**config.mk**
```make
export PLATFORM = sky130hd
export DESIGN_NAME = spi_master_ctrl
export DESIGN_NICKNAME = d
export VERILOG_FILES = /design/src/rtl/shared_pkg.sv /design/src/rtl/spi_master_shifter.sv /design/src/rtl/spi_master_ctrl.sv
export SDC_FILE = /design/constraint.sdc
export NUM_CORES = 1
export LEC_CHECK = 0
export ABC_AREA = 1
export CORE_MARGIN = 1
export CORE_UTILIZATION = 48
export DETAILED_ROUTE_END_ITERATION = 6
export GPL_TIMING_DRIVEN = 0
export PLACE_DENSITY_LB_ADDON = 0.08
export SKIP_CTS_REPAIR_TIMING = 1
export SLEW_MARGIN = 30
export SYNTH_ARGS = -nofsm -noshare
export SYNTH_HDL_FRONTEND = slang
export SYNTH_SLANG_ARGS = --single-unit
```
**constraint.sdc**
```tcl
create_clock -name i_clk -period 1.6 [get_ports i_clk]
set_clock_uncertainty 0.2 [all_clocks]
set_input_delay 0.16 -clock i_clk [delete_from_list [all_inputs] [get_ports i_clk]]
set_output_delay 0.16 -clock i_clk [all_outputs]
set_load 0.005 [all_outputs]
```
**src/rtl/shared_pkg.sv**
```systemverilog
// Shared types and widths for the SPI master and its slave-side counterparts.
// Latency: n/a (types and constants only).
// Backpressure: n/a.
package shared_pkg;

  localparam int MEM_WIDTH   = 8;
  localparam int FRAME_WIDTH = MEM_WIDTH + 2;

  typedef enum logic [1:0] {
    WR_ADDR = 2'b00,
    WR_DATA = 2'b01,
    RD_ADDR = 2'b10,
    RD_DATA = 2'b11
  } spi_op_e;

  typedef enum logic [2:0] {
    IDLE   = 3'd0,
    SELECT = 3'd1,
    SHIFT  = 3'd2,
    TURN   = 3'd3,
    RECV   = 3'd4,
    END    = 3'd5
  } master_state_e;

endpackage

```
**src/rtl/spi_master_shifter.sv**
```systemverilog
// Datapath for the SPI master: PISO frame register, SIPO receive register, bit counter.
// Latency: load/shift/sample take effect on the next clock edge; o_rx_next is combinational.
// Backpressure: none, purely slaved to the enables from the controlling FSM.
//
// Ports:
//   i_clk, i_rst_n           clock, async active-low reset
//   i_load, i_frame          parallel load of the outgoing frame
//   i_shift                  shift frame register left by one (MSB leaves first)
//   i_cnt_load, i_cnt_val    load the bit counter
//   i_cnt_dec                decrement the bit counter
//   i_sample, i_miso         shift MISO into the receive register LSB
//   o_tx_msb                 current outgoing bit
//   o_cnt                    bit counter value
//   o_rx_next                receive register value after the current sample
module spi_master_shifter
  import shared_pkg::*;
(
  input  logic                   i_clk,
  input  logic                   i_rst_n,
  input  logic                   i_load,
  input  logic [FRAME_WIDTH-1:0] i_frame,
  input  logic                   i_shift,
  input  logic                   i_cnt_load,
  input  logic [3:0]             i_cnt_val,
  input  logic                   i_cnt_dec,
  input  logic                   i_sample,
  input  logic                   i_miso,
  output logic                   o_tx_msb,
  output logic [3:0]             o_cnt,
  output logic [MEM_WIDTH-1:0]   o_rx_next
);

  logic [FRAME_WIDTH-1:0] r_tx_shift;
  logic [MEM_WIDTH-1:0]   r_rx_shift;
  logic [3:0]             r_cnt;
  logic [MEM_WIDTH-1:0]   w_rx_next;

  assign w_rx_next = {r_rx_shift[MEM_WIDTH-2:0], i_miso};

  always_ff @(posedge i_clk or negedge i_rst_n) begin
    if (!i_rst_n) begin
      r_tx_shift <= '0;
      r_rx_shift <= '0;
      r_cnt      <= '0;
    end else begin
      if (i_load) begin
        r_tx_shift <= i_frame;
      end else if (i_shift) begin
        r_tx_shift <= {r_tx_shift[FRAME_WIDTH-2:0], 1'b0};
      end
      if (i_cnt_load) begin
        r_cnt <= i_cnt_val;
      end else if (i_cnt_dec) begin
        r_cnt <= r_cnt - 4'd1;
      end
      if (i_sample) begin
        r_rx_shift <= w_rx_next;
      end
    end
  end

  assign o_tx_msb  = r_tx_shift[FRAME_WIDTH-1];
  assign o_cnt     = r_cnt;
  assign o_rx_next = w_rx_next;

endmodule

```
**src/rtl/spi_master_ctrl.sv**
```systemverilog
// SPI master: serialises {op,payload} MSB first on MOSI under SS_n, receives 8 bits back for RD_DATA.
// Latency: SS_n low 11 cycles per frame (19+TURNAROUND for RD_DATA); rsp_valid pulses in END.
// Backpressure: cmd_ready high only in IDLE; commands offered while busy are not latched.
//
// Ports:
//   i_clk, i_rst_n                        clock (also SPI bit clock), async active-low reset
//   i_cmd_valid, o_cmd_ready              host command handshake
//   i_cmd_op, i_cmd_data                  opcode and payload
//   o_rsp_valid, o_rsp_data               read-data response (one-cycle pulse, data held)
//   o_busy                                high in every state but IDLE
//   o_ss_n, o_mosi, i_miso                SPI pins
// TURNAROUND (1..7): idle cycles between last MOSI bit and first MISO sample.
module spi_master_ctrl
  import shared_pkg::*;
#(
  parameter int TURNAROUND = 1
)
(
  input  logic                 i_clk,
  input  logic                 i_rst_n,
  input  logic                 i_cmd_valid,
  output logic                 o_cmd_ready,
  input  logic [1:0]           i_cmd_op,
  input  logic [MEM_WIDTH-1:0] i_cmd_data,
  output logic                 o_rsp_valid,
  output logic [MEM_WIDTH-1:0] o_rsp_data,
  output logic                 o_busy,
  output logic                 o_ss_n,
  output logic                 o_mosi,
  input  logic                 i_miso
);

  localparam logic [3:0] SHIFT_LOAD = 4'(FRAME_WIDTH - 1);
  localparam logic [3:0] TURN_LOAD  = 4'(TURNAROUND - 1);
  localparam logic [3:0] RECV_LOAD  = 4'(MEM_WIDTH - 1);

  master_state_e        r_state;
  logic                 r_is_read;
  logic                 r_cmd_ready;
  logic                 r_busy;
  logic                 r_ss_n;
  logic                 r_mosi;
  logic                 r_rsp_valid;
  logic [MEM_WIDTH-1:0] r_rsp_data;

  logic                 w_hs;
  logic                 w_load;
  logic                 w_shift;
  logic                 w_cnt_load;
  logic [3:0]           w_cnt_val;
  logic                 w_cnt_dec;
  logic                 w_sample;
  logic                 w_tx_msb;
  logic [3:0]           w_cnt;
  logic                 w_cnt_zero;
  logic [MEM_WIDTH-1:0] w_rx_next;

  assign w_hs       = i_cmd_valid && r_cmd_ready;
  assign w_cnt_zero = (w_cnt == 4'd0);

  // Datapath enables decoded from the current state; the counter is shared by
  // SHIFT, TURN and RECV and reloaded on each phase change.
  always_comb begin
    w_load     = 1'b0;
    w_shift    = 1'b0;
    w_cnt_load = 1'b0;
    w_cnt_val  = 4'd0;
    w_cnt_dec  = 1'b0;
    w_sample   = 1'b0;
    case (r_state)
      IDLE: begin
        w_load = w_hs;
      end
      SELECT: begin
        w_shift    = 1'b1;
        w_cnt_load = 1'b1;
        w_cnt_val  = SHIFT_LOAD;
      end
      SHIFT: begin
        w_shift   = !w_cnt_zero;
        w_cnt_dec = !w_cnt_zero;
        if (w_cnt_zero && r_is_read) begin
          w_cnt_load = 1'b1;
          w_cnt_val  = TURN_LOAD;
        end
      end
      TURN: begin
        w_cnt_dec = !w_cnt_zero;
        if (w_cnt_zero) begin
          w_cnt_load = 1'b1;
          w_cnt_val  = RECV_LOAD;
        end
      end
      RECV: begin
        w_sample  = 1'b1;
        w_cnt_dec = !w_cnt_zero;
      end
      default: ;
    endcase
  end

  spi_master_shifter u_shifter (
    .i_clk      (i_clk),
    .i_rst_n    (i_rst_n),
    .i_load     (w_load),
    .i_frame    ({i_cmd_op, i_cmd_data}),
    .i_shift    (w_shift),
    .i_cnt_load (w_cnt_load),
    .i_cnt_val  (w_cnt_val),
    .i_cnt_dec  (w_cnt_dec),
    .i_sample   (w_sample),
    .i_miso     (i_miso),
    .o_tx_msb   (w_tx_msb),
    .o_cnt      (w_cnt),
    .o_rx_next  (w_rx_next)
  );

  // Outputs are set on the edge that enters each state so they line up with it.
  always_ff @(posedge i_clk or negedge i_rst_n) begin
    if (!i_rst_n) begin
      r_state     <= IDLE;
      r_is_read   <= 1'b0;
      r_cmd_ready <= 1'b1;
      r_busy      <= 1'b0;
      r_ss_n      <= 1'b1;
      r_mosi      <= 1'b0;
      r_rsp_valid <= 1'b0;
      r_rsp_data  <= '0;
    end else begin
      case (r_state)
        IDLE: begin
          if (w_hs) begin
            r_state     <= SELECT;
            r_is_read   <= (spi_op_e'(i_cmd_op) == RD_DATA);
            r_cmd_ready <= 1'b0;
            r_busy      <= 1'b1;
            r_ss_n      <= 1'b0;
            r_mosi      <= i_cmd_op[1];
          end
        end
        SELECT: begin
          r_state <= SHIFT;
          r_mosi  <= w_tx_msb;
        end
        SHIFT: begin
          if (w_cnt_zero) begin
            r_mosi <= 1'b0;
            if (r_is_read) begin
              r_state <= TURN;
            end else begin
              r_state <= END;
              r_ss_n  <= 1'b1;
            end
          end else begin
            r_mosi <= w_tx_msb;
          end
        end
        TURN: begin
          if (w_cnt_zero) begin
            r_state <= RECV;
          end
        end
        RECV: begin
          if (w_cnt_zero) begin
            // w_rx_next already includes the sample taken on this edge.
            r_state     <= END;
            r_ss_n      <= 1'b1;
            r_rsp_valid <= 1'b1;
            r_rsp_data  <= w_rx_next;
          end
        end
        END: begin
          r_state     <= IDLE;
          r_rsp_valid <= 1'b0;
          r_cmd_ready <= 1'b1;
          r_busy      <= 1'b0;
        end
        default: begin
          r_state     <= IDLE;
          r_cmd_ready <= 1'b1;
          r_busy      <= 1'b0;
          r_ss_n      <= 1'b1;
          r_mosi      <= 1'b0;
          r_rsp_valid <= 1'b0;
        end
      endcase
    end
  end

  assign o_cmd_ready = r_cmd_ready;
  assign o_busy      = r_busy;
  assign o_ss_n      = r_ss_n;
  assign o_mosi      = r_mosi;
  assign o_rsp_valid = r_rsp_valid;
  assign o_rsp_data  = r_rsp_data;

endmodule

```
## Word level (Yosys, flattened, before mapping)

Index checks and enable logic that the tools add are counted.

- Bits in registers: 38
- Output and inout bits: 13
- Memories kept: 0
- Bits in writable memories: 0
- Latch bits: 0
- Bits of input ports: 14
- ROM bits: 0
- Word-level logic and storage cells: 77

- Shift-type cells: 0
- Order comparisons: 0
- Divide/modulo/power cells: 0
- Muxes and demuxes: 31
- Bitwise gates (word level): 4
- Equality and inequality tests: 11
- Reduce and logical (&&, ||, !) cells: 19
- $mul: 0
- Add/subtract/negate cells: 1

Operators with widths:

| operator | count |
|---|---|
| two-way mux 10 bit | 2 |
| two-way mux 3 bit | 6 |
| one-hot mux 3 bit (5 select lines) | 1 |
| two-way mux 1 bit | 12 |
| inequality test 2 bit (second input constant) | 5 |
| AND reduction 2 bit | 5 |
| OR reduction 3 bit | 3 |
| two-way mux 4 bit | 2 |
| one-hot mux 1 bit (2 select lines) | 4 |
| one-hot mux 1 bit (4 select lines) | 2 |
| one-hot mux 4 bit (2 select lines) | 1 |
| OR reduction 4 bit | 2 |
| == test 3 x 2 -> 1 bit (second input constant) | 2 |
| == test 3 bit (second input constant) | 2 |
| AND reduction 5 bit | 1 |
| logical NOT 4 bit | 1 |
| inverter 1 bit | 4 |
| AND reduction 4 bit | 1 |
| nonzero test 2 bit | 2 |
| subtractor 4 x 1 -> 4 bit (second input constant) | 1 |
| == test 3 x 1 -> 1 bit (second input constant) | 1 |
| logical NOT 3 bit | 1 |
| one-hot mux 1 bit (3 select lines) | 1 |
| == test 2 bit (second input constant) | 1 |
| 2 further kinds | 3 |

## Longest topological paths before layout

- Word-level depth: 5
- Depth in mapped cells: 10
- Depth with buffers taken out: 9

## By module

A second synthesis with hierarchy kept.

- Cells, all modules: 228
- Area total of the unflattened synthesis: 1863.0 µm²

By module, submodules not included:

| module | cells an instance | area each (µm²) | times used | sequential area each (µm²) |
|---|---|---|---|---|
| spi_master_shifter | 106 | 937.1 | 1 | 525.5 |
| spi_master_ctrl | 122 | 925.9 | 1 | 427.9 |

## Worst setup path after synthesis

Ideal clock, no wire load.

- Kind: register to register
- Start: reg u_shifter.r_cnt[0] (netlist: u_shifter.o_cnt[0])
- End: reg u_shifter.r_tx_shift[1]
- Data required time: 1276 ps
- Buffers on the path: 1
- Clock period less this slack: 1630 ps
- Slack: -30 ps
- Library setup time: 124 ps
- Arrival: 1307 ps
- Stages on the path, launching flop included: 10
- Path through: dfrtp_1 -> inv_1 -> ha_1 -> nand2_2 -> inv_2 -> o21ai_4 -> nor2_2 -> buf_6 -> nand2_1 -> nand3_1

- Cells in the longest elaborated chain, start to end: 4

Ends and longest elaborated chain:

| element | line | RTL |
|---|---|---|
| start: declaration | spi_master_shifter.sv:35 | `logic [3:0] r_cnt;` |
| start signal: assignment | spi_master_shifter.sv:52 | `r_cnt <= i_cnt_val;` |
| start signal: assignment | spi_master_shifter.sv:54 | `r_cnt <= r_cnt - 4'd1;` |
| logical NOT 4 bit | spi_master_ctrl.sv:59 | `assign w_cnt_zero = (w_cnt == 4'd0);` |
| logical NOT 1 bit | spi_master_ctrl.sv:80 | `w_shift = !w_cnt_zero;` |
| one-hot mux 1 bit (2 select lines) | spi_master_ctrl.sv:70 | `case (r_state)` |
| nonzero test 2 bit (no source line) | - |  |
| end signal: assignment | spi_master_shifter.sv:47 | `r_tx_shift <= i_frame;` |
| end signal: assignment | spi_master_shifter.sv:49 | `r_tx_shift <= {r_tx_shift[FRAME_WIDTH-2:0], 1'b0};` |
| end: declaration | spi_master_shifter.sv:33 | `logic [FRAME_WIDTH-1:0] r_tx_shift;` |

No other way between the ends.
A chain may end at the register's enable or synchronous reset.

## Worst setup path in the final report

- Start: reg r_state[2]
- End: reg u_shifter.r_tx_shift[3]

- Cells in the longest elaborated chain, start to end: 3
- Elaborated cells between the ends (all ways): 7
- Those cells by class: eq/ne (2); mux (3); reduce/logical (2)

Ends and longest elaborated chain:

| element | line | RTL |
|---|---|---|
| start: declaration | spi_master_ctrl.sv:37 | `master_state_e r_state;` |
| start signal: assignment | spi_master_ctrl.sv:121 | `r_state <= IDLE;` |
| start signal: assignment | spi_master_ctrl.sv:133 | `r_state <= SELECT;` |
| start signal: assignment | spi_master_ctrl.sv:142 | `r_state <= SHIFT;` |
| == test 3 x 2 -> 1 bit, or another cell as far along | spi_master_ctrl.sv:70 |  |
| one-hot mux 1 bit (2 select lines) or two-way mux 1 bit (tied branches) | spi_master_ctrl.sv:70 |  |
| nonzero test 2 bit (no source line) or two-way mux 10 bit (tied branches) | - |  |

Several ways; a longest one is shown, not always the timed one.

==> impl_metrics.ini <==
[global_routing]
grt_max_degree = 26
globalRoute.totalOverflow = 0
grt_pass1_wl_mm = 6.31
antenna_found_initial = 0
grt_pass1_vias = 1470
track_usage = 0.201

[timing]
finalHoldViolations = 0
finalCritPeriodShare = 1.04
rsz0062_at_grt = yes
min_period_ns = 1.66
max_freq_mhz = 602
maxSlewViolCount = 0
worst_slew_pin_slew_ns = 0.348
whs_ns = 0.0951
layout_setup_ws_ns = -0.0606
setup_viol = 11
setup_tns_ns = -0.487
slew_headroom = 0.768

[synth]
synth-edff-count = 0
ys_seq_elements = 38
ys_seq_area_frac = 0.525
synthArstFlopShare = 1.00
ys_warn_count = 0
syn-num-nets = 239
postSynthAreaPerCell_um2 = 8.10
yosys.cell_types.count = 27
ys_dominant_reg_cell = dfrtp_1
synth_cells = 224
syn-cell-area_um2 = 1820

[clock_network]
cts_root_buffer = clkbuf_8
numCtsBuffers = 5
clk_path_buf_depth = 2
path_clk_slew_ns = 0.08
clkLatencyLatePin_ns = 0.29
cts_tree = done
cts.sinks = 38
cts_max_level = 2

[power_and_ir_drop]
irDropWorstVdd_mv = 1.22
powerDensity_nw_per_um2 = 2120
p_leak_uw = 0.00130

[outcome]
failed_checks = setup timing
outcome = finished with violations

[floorplan]
num_rows = 21
dieWidth_um = 63.5
core-area_um2 = 3470
initial_utilization = 0.523
die-area_um2 = 4030
die_y_um = 63.5
num_io_pins = 27

[placement]
routabilityCongestion = 0.874
place_hpwl_mm = 2.51
port_buffers = 26

[detailed_routing]
highest_layer = met4
wl_per_cell_um = 12.7
drcViolationCount = 0
num_vias = 1601
detail_route.iter0.violations = 137
drt_pass1_iterations = 4
drt-met1-wl_mm = 1.89
drt_wl_total_mm = 4.05
via_per_inst = 5.02
ant_nets = 0
met2_length_mm = 1.96
met3WireLength_um = 152

[setup_path]
worstRegToRegCells = 8
crit_arrival_ns = 1.64
critPathMaxFanout = 7
crit_type = reg2reg
rrSetupSlack_ns = -0.06
critPathCaptureType = register
cp-start-kind = register
startpoint = r_state[2]$_DFFE_PN0P_
r2r_end = u_shifter.r_tx_shift[3]$_DFFE_PN0P_
cp_data_required_time_ns = 1.58
critPathCapture = u_shifter.r_tx_shift[3]$_DFFE_PN0P_
r2r-start = r_state[2]$_DFFE_PN0P_

[flow_run]
drv_cap = 0

[final_layout]
syn_to_final_growth_pct = 42.6
fill_cells = 254
nNetsFinal = 287
drive_gt1_frac = 0.293
n_antenna_cell = 0

[worst_hold_path]
hold_class = in2async
[sequential cells by signal (all words and copies together), names as in the netlist, 3 cells and up]
name and cells:
o_rsp_data 8, r_state 3, u_shifter.o_cnt 4, u_shifter.r_rx_shift 7
u_shifter.r_tx_shift 10
[where the power goes]
| group | internal (µW) | total (µW) | switching, µW |
|---|---|---|---|
| Sequential | 1410 | 1710 | 305 |
| Combinational | 1370 | 2980 | 1610 |
| Clock | 459 | 797 | 338 |
[cells in the mapped netlist, types with 3 or more instances]
cell     number  share of area
dfrtp_1      36           0.50
inv_1        20          0.041
inv_2         3         0.0062
nand2_1      87           0.18
nand2_2       3          0.010
nand3_1      16          0.044
nand3_2       3          0.017
nor2_1       13          0.027
nor2_2        3          0.010
o21ai_0      15          0.041
o21ai_1       4          0.011
o22ai_1       3          0.010
[cells in the final DEF, fill, tap and decap left out, types with 2 or more instances in the layout]
cell type | netlist | layout
clkinv_2 | 0 | 2
dlymetal6s2s_1 | 0 | 2
dfstp_2 | 2 | 2
o21ai_1 | 4 | 7
a21oi_1 | 2 | 2
nor2_2 | 3 | 3
nand2_2 | 3 | 11
o22ai_1 | 3 | 3
dfrtp_2 | 0 | 2
nand2_4 | 0 | 3
nand3_4 | 0 | 2
nor2_1 | 13 | 6
o21ai_0 | 15 | 12
buf_4 | 1 | 10
clkdlybuf4s50_1 | 0 | 23
inv_1 | 20 | 14
inv_2 | 3 | 7
nor2_4 | 0 | 7
nand3_2 | 3 | 7
buf_6 | 2 | 6
dfrtp_1 | 36 | 34
nand3_1 | 16 | 10
buf_12 | 0 | 2
clkbuf_8 | 0 | 5
nand2_1 | 87 | 75
[per-layer routing]
| layer | global-route usage | vias up |
|---|---|---|
| met3 | 0.0598 | 5 |
| met4 | 0.0682 | 0 |
| met5 | 0 | - |
| met1 | 0.271 | 753 |
| met2 | 0.307 | 35 |
| li1 | - | 808 |
[metrics by stage]
step                      instance area [µm²]  cells  worst slack, ns  total power (µW)   util
after floorplan                          1830    224           0.0182              3180      -
after global placement                   2140    296           -0.738              3820  0.618
final                                    2590    319          -0.0606              5490  0.746
after global routing                     2590    319           -0.124              5930  0.746
after CTS                                2270    305           -0.178              4660  0.654
after detailed placement                 2160    297           -0.160              3850  0.622
[cell type report]
| class | instances | area (µm²) | area share |
|---|---|---|---|
| sequential | 38 | 956 | 0.369 |
| multi-input combinational | 158 | 912 | 0.352 |
| timing repair buffer | 41 | 412 | 0.159 |
| inverter | 23 | 96.3 | 0.0372 |
| clock buffer | 5 | 68.8 | 0.0266 |
| tap | 46 | 57.6 | 0.0222 |
| buffer | 5 | 46.3 | 0.0179 |
| clock inverter | 3 | 40.0 | 0.0155 |
[worst max-delay path, cell delays in order (launching register included)]
cell	delay [ns]
dfrtp_1	0.38
buf_6	0.15
nor2_4	0.13
nand2_4	0.09
o21ai_4	0.26
nor2_4	0.08
buf_6	0.14
nand2_1	0.05
nand3_1	0.06
[worst min path at each step]
stage,end
after detailed placement,r_state[0]$_DFFE_PN0P_
after global placement,o_ss_n$_DFFE_PN1P_
after global routing,o_rsp_data[4]$_DFFE_PN0P_
after floorplan,o_busy$_DFFE_PN0P_
final,o_rsp_valid$_DFFE_PN0P_
after CTS,r_state[0]$_DFFE_PN0P_
[kinds of logic (layout without fill, tap and decap cells)]
kind of cell	count (synthesis)	count (layout)	share of synthesized area
AO/OA/AOI/OAI	28	28	0.0903
XOR/XNOR	1	1	0.00483
adder cells (fa/ha/maj)	1	1	0.00689
buffers and inverters	28	77	0.0689
flip-flops	38	38	0.525
multiplexers	1	1	0.00620
AND/OR/NAND/NOR	127	127	0.298
Note: power is estimated with default switching activity, not from simulation.
